`src/rtl/alu_ctrl_pkg.sv`:
```
// Shared definitions for the switch/button ALU front-end controller.
//  - state_e : sequencer FSM states
//  - BTN_*   : button index of each load register within i_btn / o_loaded
package alu_ctrl_pkg;

  typedef enum logic [1:0] {
    IDLE    = 2'd0,
    COLLECT = 2'd1,
    EXEC    = 2'd2,
    HOLD    = 2'd3
  } state_e;

  localparam int BTN_A  = 0;
  localparam int BTN_B  = 1;
  localparam int BTN_OP = 2;

endpackage

```
`src/rtl/alu_input_sequencer_btn_debounce.sv`:
```
// btn_debounce: conditions one raw asynchronous push button.
//  - 2-FF synchroniser
//  - debounce: the debounced level follows the synced level only after
//    DEB_CYC consecutive samples that differ from the current debounced level
//  - o_press: one-cycle pulse on a 0->1 transition of the debounced level
// Ports:
//  clock    in  system clock, rising edge
//  i_reset  in  asynchronous reset, active-low
//  i_btn    in  raw button, active-high
//  o_press  out one-cycle press pulse
module btn_debounce #(
  parameter int DEB_CYC = 4
) (
  input  logic clock,
  input  logic i_reset,
  input  logic i_btn,
  output logic o_press
);

  localparam int CNT_W = $clog2(DEB_CYC + 1);
  localparam logic [CNT_W-1:0] CNT_LAST = CNT_W'(DEB_CYC - 1);

  logic             r_sync1;
  logic             r_sync2;
  logic             r_level;
  logic             r_press;
  logic [CNT_W-1:0] r_cnt;

  // Two-stage synchroniser for the asynchronous button input.
  always_ff @(posedge clock or negedge i_reset) begin
    if (!i_reset) begin
      r_sync1 <= 1'b0;
      r_sync2 <= 1'b0;
    end else begin
      r_sync1 <= i_btn;
      r_sync2 <= r_sync1;
    end
  end

  // Debounce counter and press edge. A sample equal to the debounced level
  // means the synced input changed back, so the run of differing samples
  // restarts from zero.
  always_ff @(posedge clock or negedge i_reset) begin
    if (!i_reset) begin
      r_cnt   <= {CNT_W{1'b0}};
      r_level <= 1'b0;
      r_press <= 1'b0;
    end else begin
      r_press <= 1'b0;
      if (r_sync2 == r_level) begin
        r_cnt <= {CNT_W{1'b0}};
      end else if (r_cnt == CNT_LAST) begin
        r_cnt   <= {CNT_W{1'b0}};
        r_level <= r_sync2;
        r_press <= r_sync2;  // only the rising transition is an event
      end else begin
        r_cnt <= r_cnt + CNT_W'(1);
      end
    end
  end

  assign o_press = r_press;

endmodule

```
`src/rtl/alu_input_sequencer.sv`:
```
// alu_input_sequencer: front-end controller for the switch/button ALU.
// Debounces three buttons, loads operand A / operand B / opcode from the
// switches, fires one ALU start pulse once all three are loaded, waits the
// ALU latency and captures the result into the LED register.
// Ports:
//  clock           in   system clock, rising edge
//  i_reset         in   asynchronous reset, active-low
//  i_sw            in   raw switches, sampled on a load press
//  i_btn           in   raw buttons {OP,B,A}, active-high
//  i_alu_result    in   ALU result bus
//  o_data_a/b/op   out  operand and opcode registers
//  o_alu_start     out  one-cycle ALU start pulse (first EXEC cycle)
//  o_led           out  captured result
//  o_result_valid  out  o_led belongs to the current operand set
//  o_loaded        out  load mask {OP,B,A}
//  o_busy          out  high in EXEC; presses are dropped
module alu_input_sequencer
  import alu_ctrl_pkg::*;
#(
  parameter int NB_SW   = 6,
  parameter int NB_BTN  = 3,
  parameter int DEB_CYC = 4,
  parameter int ALU_LAT = 1
) (
  input  logic              clock,
  input  logic              i_reset,
  input  logic [NB_SW-1:0]  i_sw,
  input  logic [NB_BTN-1:0] i_btn,
  input  logic [NB_SW-1:0]  i_alu_result,
  output logic [NB_SW-1:0]  o_data_a,
  output logic [NB_SW-1:0]  o_data_b,
  output logic [NB_SW-1:0]  o_op,
  output logic              o_alu_start,
  output logic [NB_SW-1:0]  o_led,
  output logic              o_result_valid,
  output logic [NB_BTN-1:0] o_loaded,
  output logic              o_busy
);

  localparam int LAT_W = $clog2(ALU_LAT + 1);
  localparam logic [LAT_W-1:0] LAT_LAST = LAT_W'(ALU_LAT - 1);

  logic [NB_BTN-1:0] w_press;
  state_e            r_state;
  state_e            w_next;
  logic              w_load_en;
  logic              w_capture;
  logic              w_exec_entry;
  logic [LAT_W-1:0]  r_lat_cnt;
  logic [NB_SW-1:0]  r_data_a;
  logic [NB_SW-1:0]  r_data_b;
  logic [NB_SW-1:0]  r_op;
  logic [NB_SW-1:0]  r_led;
  logic              r_alu_start;
  logic              r_result_valid;
  logic [NB_BTN-1:0] r_loaded;
  logic              r_busy;

  genvar g;
  generate
    for (g = 0; g < NB_BTN; g++) begin : g_btn
      btn_debounce #(.DEB_CYC(DEB_CYC)) u_deb (
        .clock   (clock),
        .i_reset (i_reset),
        .i_btn   (i_btn[g]),
        .o_press (w_press[g])
      );
    end
  endgenerate

  // FSM state register.
  always_ff @(posedge clock or negedge i_reset) begin
    if (!i_reset) begin
      r_state <= IDLE;
    end else begin
      r_state <= w_next;
    end
  end

  // Next-state decode plus load-enable and capture strobes.
  always_comb begin
    w_next    = r_state;
    w_load_en = 1'b0;
    w_capture = 1'b0;
    case (r_state)
      IDLE: begin
        w_load_en = 1'b1;
        if (|w_press) begin
          w_next = COLLECT;
        end else begin
          w_next = IDLE;
        end
      end
      COLLECT: begin
        w_load_en = 1'b1;
        if (&r_loaded) begin
          w_next = EXEC;
        end else begin
          w_next = COLLECT;
        end
      end
      EXEC: begin
        if (r_lat_cnt == LAT_LAST) begin
          w_capture = 1'b1;
          w_next    = HOLD;
        end else begin
          w_next = EXEC;
        end
      end
      HOLD: begin
        w_load_en = 1'b1;
        if (|w_press) begin
          w_next = COLLECT;
        end else begin
          w_next = HOLD;
        end
      end
      default: begin
        w_next = IDLE;
      end
    endcase
  end

  assign w_exec_entry = (r_state == COLLECT) && (w_next == EXEC);

  // Operand/opcode registers; each loads only on its own press.
  always_ff @(posedge clock or negedge i_reset) begin
    if (!i_reset) begin
      r_data_a <= {NB_SW{1'b0}};
      r_data_b <= {NB_SW{1'b0}};
      r_op     <= {NB_SW{1'b0}};
    end else begin
      if (w_load_en && w_press[BTN_A]) begin
        r_data_a <= i_sw;
      end
      if (w_load_en && w_press[BTN_B]) begin
        r_data_b <= i_sw;
      end
      if (w_load_en && w_press[BTN_OP]) begin
        r_op <= i_sw;
      end
    end
  end

  // Load mask; clearing on EXEC entry wins over a coincident press.
  always_ff @(posedge clock or negedge i_reset) begin
    if (!i_reset) begin
      r_loaded <= {NB_BTN{1'b0}};
    end else if (w_exec_entry) begin
      r_loaded <= {NB_BTN{1'b0}};
    end else if (w_load_en) begin
      r_loaded <= r_loaded | w_press;
    end
  end

  // Start pulse, busy flag and ALU latency counter.
  always_ff @(posedge clock or negedge i_reset) begin
    if (!i_reset) begin
      r_alu_start <= 1'b0;
      r_busy      <= 1'b0;
      r_lat_cnt   <= {LAT_W{1'b0}};
    end else begin
      r_alu_start <= w_exec_entry;
      r_busy      <= (w_next == EXEC);
      if (r_state == EXEC) begin
        r_lat_cnt <= r_lat_cnt + LAT_W'(1);
      end else begin
        r_lat_cnt <= {LAT_W{1'b0}};
      end
    end
  end

  // Result capture; the LED value survives a new press, only the valid flag drops.
  always_ff @(posedge clock or negedge i_reset) begin
    if (!i_reset) begin
      r_led          <= {NB_SW{1'b0}};
      r_result_valid <= 1'b0;
    end else if (w_capture) begin
      r_led          <= i_alu_result;
      r_result_valid <= 1'b1;
    end else if ((r_state == HOLD) && (|w_press)) begin
      r_result_valid <= 1'b0;
    end
  end

  assign o_data_a       = r_data_a;
  assign o_data_b       = r_data_b;
  assign o_op           = r_op;
  assign o_alu_start    = r_alu_start;
  assign o_led          = r_led;
  assign o_result_valid = r_result_valid;
  assign o_loaded       = r_loaded;
  assign o_busy         = r_busy;

endmodule
```
`config.mk`:
```
export PLATFORM = sky130hd
export DESIGN_NAME = alu_input_sequencer
export DESIGN_NICKNAME = d
export VERILOG_FILES = /design/src/rtl/alu_ctrl_pkg.sv /design/src/rtl/alu_input_sequencer_btn_debounce.sv /design/src/rtl/alu_input_sequencer.sv
export SDC_FILE = /design/constraint.sdc
export NUM_CORES = 1
export LEC_CHECK = 0
export BUFFER_PORTS_ARGS = -buffer_cell sky130_fd_sc_hd__clkbuf_2
export CORE_ASPECT_RATIO = 0.75
export CORE_MARGIN = 2
export CORE_UTILIZATION = 50
export CTS_CLUSTER_DIAMETER = 30
export DETAILED_ROUTE_END_ITERATION = 16
export PLACE_DENSITY_LB_ADDON = 0.08
export SLEW_MARGIN = 20
export SYNTH_ARGS = -nofsm -noshare
export SYNTH_HDL_FRONTEND = slang
export SYNTH_SLANG_ARGS = --single-unit
```
`constraint.sdc`:
```
create_clock -name clock -period 3.7 [get_ports clock]
set_input_delay 0.185 -clock clock [delete_from_list [all_inputs] [get_ports clock]]
set_output_delay 0.185 -clock clock [all_outputs]
set_load 0.1 [all_outputs]
```
==> flow_metrics.py <==
metrics = {
    "die": {
        "die_h_um": 60.4,
        "start_util": 0.523,
        "rows": 20,
        "io_pins": 47,
        "core_mm2": 0.00405,
        "die-width_um": 79.2,
        "dieArea_mm2": 0.00478,
    },
    "worst_hold_path": {
        "worstHoldStart": "i_alu_result[5]",
        "hp-class": "in2reg",
        "whs_path_depth": 2,
        "hold_end": "o_led[5]",
    },
    "yosys": {
        "synth-compound-area-share": 0.0301,
        "syn_inst": 128,
        "syn-cell-area_mm2": 0.00212,
        "syn_area_per_cell_um2": 16.5,
        "synthesis.nets": 148,
        "synth_top_family_by_area": "multiplexers",
        "synth_xor_area_frac": 0.0124,
        "synth_seq_cells": 54,
        "yosys_warnings": 0,
        "synthSimpleGateAreaFrac": 0.103,
        "synth-seq-area-share": 0.638,
        "synth.distinct_cells": 21,
        "synthAdderAreaFrac": 0.0177,
        "synth.area.mux_share": 0.186,
    },
    "timing": {
        "tns_ns": 0,
        "slew_headroom": 0.365,
        "rsz0062_at_grt": "false",
        "final.setup_skew_ns": 0.00675,
        "setup_viol": 0,
        "finalCritPeriodShare": 0.496,
        "worst_pin_slew_ns": 0.952,
        "fmax_ghz": 0.545,
        "final.min_clock_period_ns": 1.84,
        "slew_viol_final": 0,
        "hold_viol": 0,
    },
    "clock_network": {
        "clock_sinks": 54,
        "cts_resized": 0,
        "numCtsBuffers": 5,
        "h-tree-depth": 2,
        "tritoncts": "built",
        "hold_buffers": 4,
        "post_cts.repair.setup_buffers": 0,
        "cts.path.max_buffers": 2,
        "clkLatencyLatePin_ns": 0.30,
        "clk_pin_slew_ns": 0.09,
        "cts_root_buf": "clkbuf_8",
    },
    "detailed_routing": {
        "dr.pass1.iters": 4,
        "wl_um": 3390,
        "dr.first_iter.drc_count": 59,
        "postRouteAntennaNets": 0,
        "wl_per_cell_um": 14.2,
        "drc_errors": 0,
        "num_vias": 1181,
        "viasPerCell": 4.94,
    },
    "run_status": {
        "status": "finished, final reports clean",
    },
    "critical_path": {
        "reg2reg_slack_ns": 1.86,
        "path_buf_inv": 0,
        "max_stage_delay_ns": 0.59,
        "crit_family": "simple AND/OR/NAND/NOR gates",
        "r2r-start": "r_state[0]",
        "cp_max_fo": 9,
        "crit_arrival_ns": 2.03,
        "critPathKind": "reg2reg",
        "cp.required_ns": 3.89,
        "crit_slowest_cell": "nand2b_1",
        "end_kind": "flop",
        "crit_chain": "nand2b_1 > nor2_8 > mux2_4",
        "start_kind": "flop",
        "worstRegToRegCells": 3,
        "r2r-end": "o_led[4]",
    },
    "finish": {
        "multi_input_area_um2": 741,
        "fillers": 326,
        "register_area_mm2": 0.00135,
        "syn_to_final_growth_pct": 19.7,
        "fin_nets": 205,
        "final_cell_mix": "54 x dfrtp_1, 46 x clkbuf_2, 24 x mux2_4",
        "layout_commonest_cell": "dfrtp_1",
        "n_antenna_cell": 0,
        "drive_gt1_frac": 0.467,
    },
    "global_routing": {
        "grt_pass1_wl_um": 5800,
        "grt_usage": 0.164,
        "antenna_found_initial": 0,
        "grt_overflow": 0,
        "first_global_vias": 1186,
        "grt_max_degree": 47,
    },
    "placed_design": {
        "hpwl_um": 2420,
        "port_buffers": 46,
        "place_congestion": 0.738,
    },
    "run": {
        "cap_viol_max_count": 0,
    },
}
[cells by family after synthesis]
kind of cell	after synthesis
fa+ha+maj	3
xor+xnor	3
flops	54
buf+inv	5
mux	27
simple gates	27
compound gates	9
[worst max-delay path by stage]
| stage | start | end | slack (ns) | cells after the start |
|---|---|---|---|---|
| 2_1_floorplan | o_loaded[1] | o_busy | 2.05 | 3 |
| 3_3_place_gp | r_state[0] | o_led[1] | 1.95 | 3 |
| 3_5_place_dp | r_state[0] | o_led[0] | 1.89 | 3 |
| 4_1_cts | r_state[0] | o_led[0] | 1.85 | 3 |
| 5_1_grt | r_state[0] | o_led[4] | 1.78 | 3 |
| 6_report | r_state[0] | o_led[4] | 1.86 | 3 |
[sequential cells by signal, summed over array words and instances, names as in the netlist]
name                 flops
r_state                  2
o_data_b                 6
g_btn.u_deb.r_sync1      3
g_btn.u_deb.r_sync2      3
g_btn.u_deb.o_press      3
g_btn.u_deb.r_cnt        9
g_btn.u_deb.r_level      3
o_result_valid           1
o_loaded                 3
o_alu_start              1
o_led                    6
o_busy                   1
o_data_a                 6
o_op                     6
r_lat_cnt                1
[synth_stat cells]
master | count | area, um^2
o21ai_0 | 3 | 15.0
dfrtp_1 | 54 | 1350
and3b_1 | 3 | 26.3
ha_1 | 3 | 37.5
nor2_8 | 1 | 20.0
nand2_8 | 3 | 60.1
xnor2_1 | 3 | 26.3
inv_1 | 4 | 15.0
nor2_1 | 5 | 18.8
nand4_1 | 1 | 6.26
o21ba_2 | 1 | 10.0
nor3_1 | 4 | 20.0
nand2b_1 | 1 | 6.26
mux2_4 | 24 | 360
nor2b_1 | 5 | 31.3
o221ai_1 | 1 | 8.76
a21oi_1 | 3 | 15.0
buf_6 | 1 | 11.3
nor3b_1 | 4 | 30.0
a221oi_2 | 1 | 15.0
mux2_2 | 3 | 33.8
[final cells by class]
class                      instances  share of cell area
inverter                           4             0.00592
timing repair buffer              51               0.110
clock buffer                       6              0.0326
sequential                        54               0.533
tap                               55              0.0271
multi-input combinational         69               0.292
[layer usage]
layer,track usage,share of wire,vias to the layer above
li1,-,-,555
met5,0,0,-
met4,0.0813,0.018,0
met3,0.0491,0.053,7
met2,0.252,0.46,30
met1,0.218,0.47,589
[metrics by stage]
stage          utilization  setup WS, ns  area [um^2]  hold slack (ns)  cells
2_1_floorplan            -          2.05         2120           -0.111    128
3_3_place_gp         0.595          1.95         2410           0.0374    229
3_5_place_dp         0.595          1.89         2410           0.0507    229
4_1_cts              0.626          1.85         2540            0.101    239
5_1_grt              0.626          1.78         2540            0.103    239
6_report             0.626          1.86         2540            0.112    239
[worst register-to-register path, delay by kind of cell, from the launching register on]
kind | cells | cell delay [ns]
DFF | 1 | 0.42
muxes | 1 | 0.33
and+or+nand+nor | 2 | 0.98
Power is not shown: default switching activity piles up to over one toggle a cycle in this logic, so the estimate is an artifact.
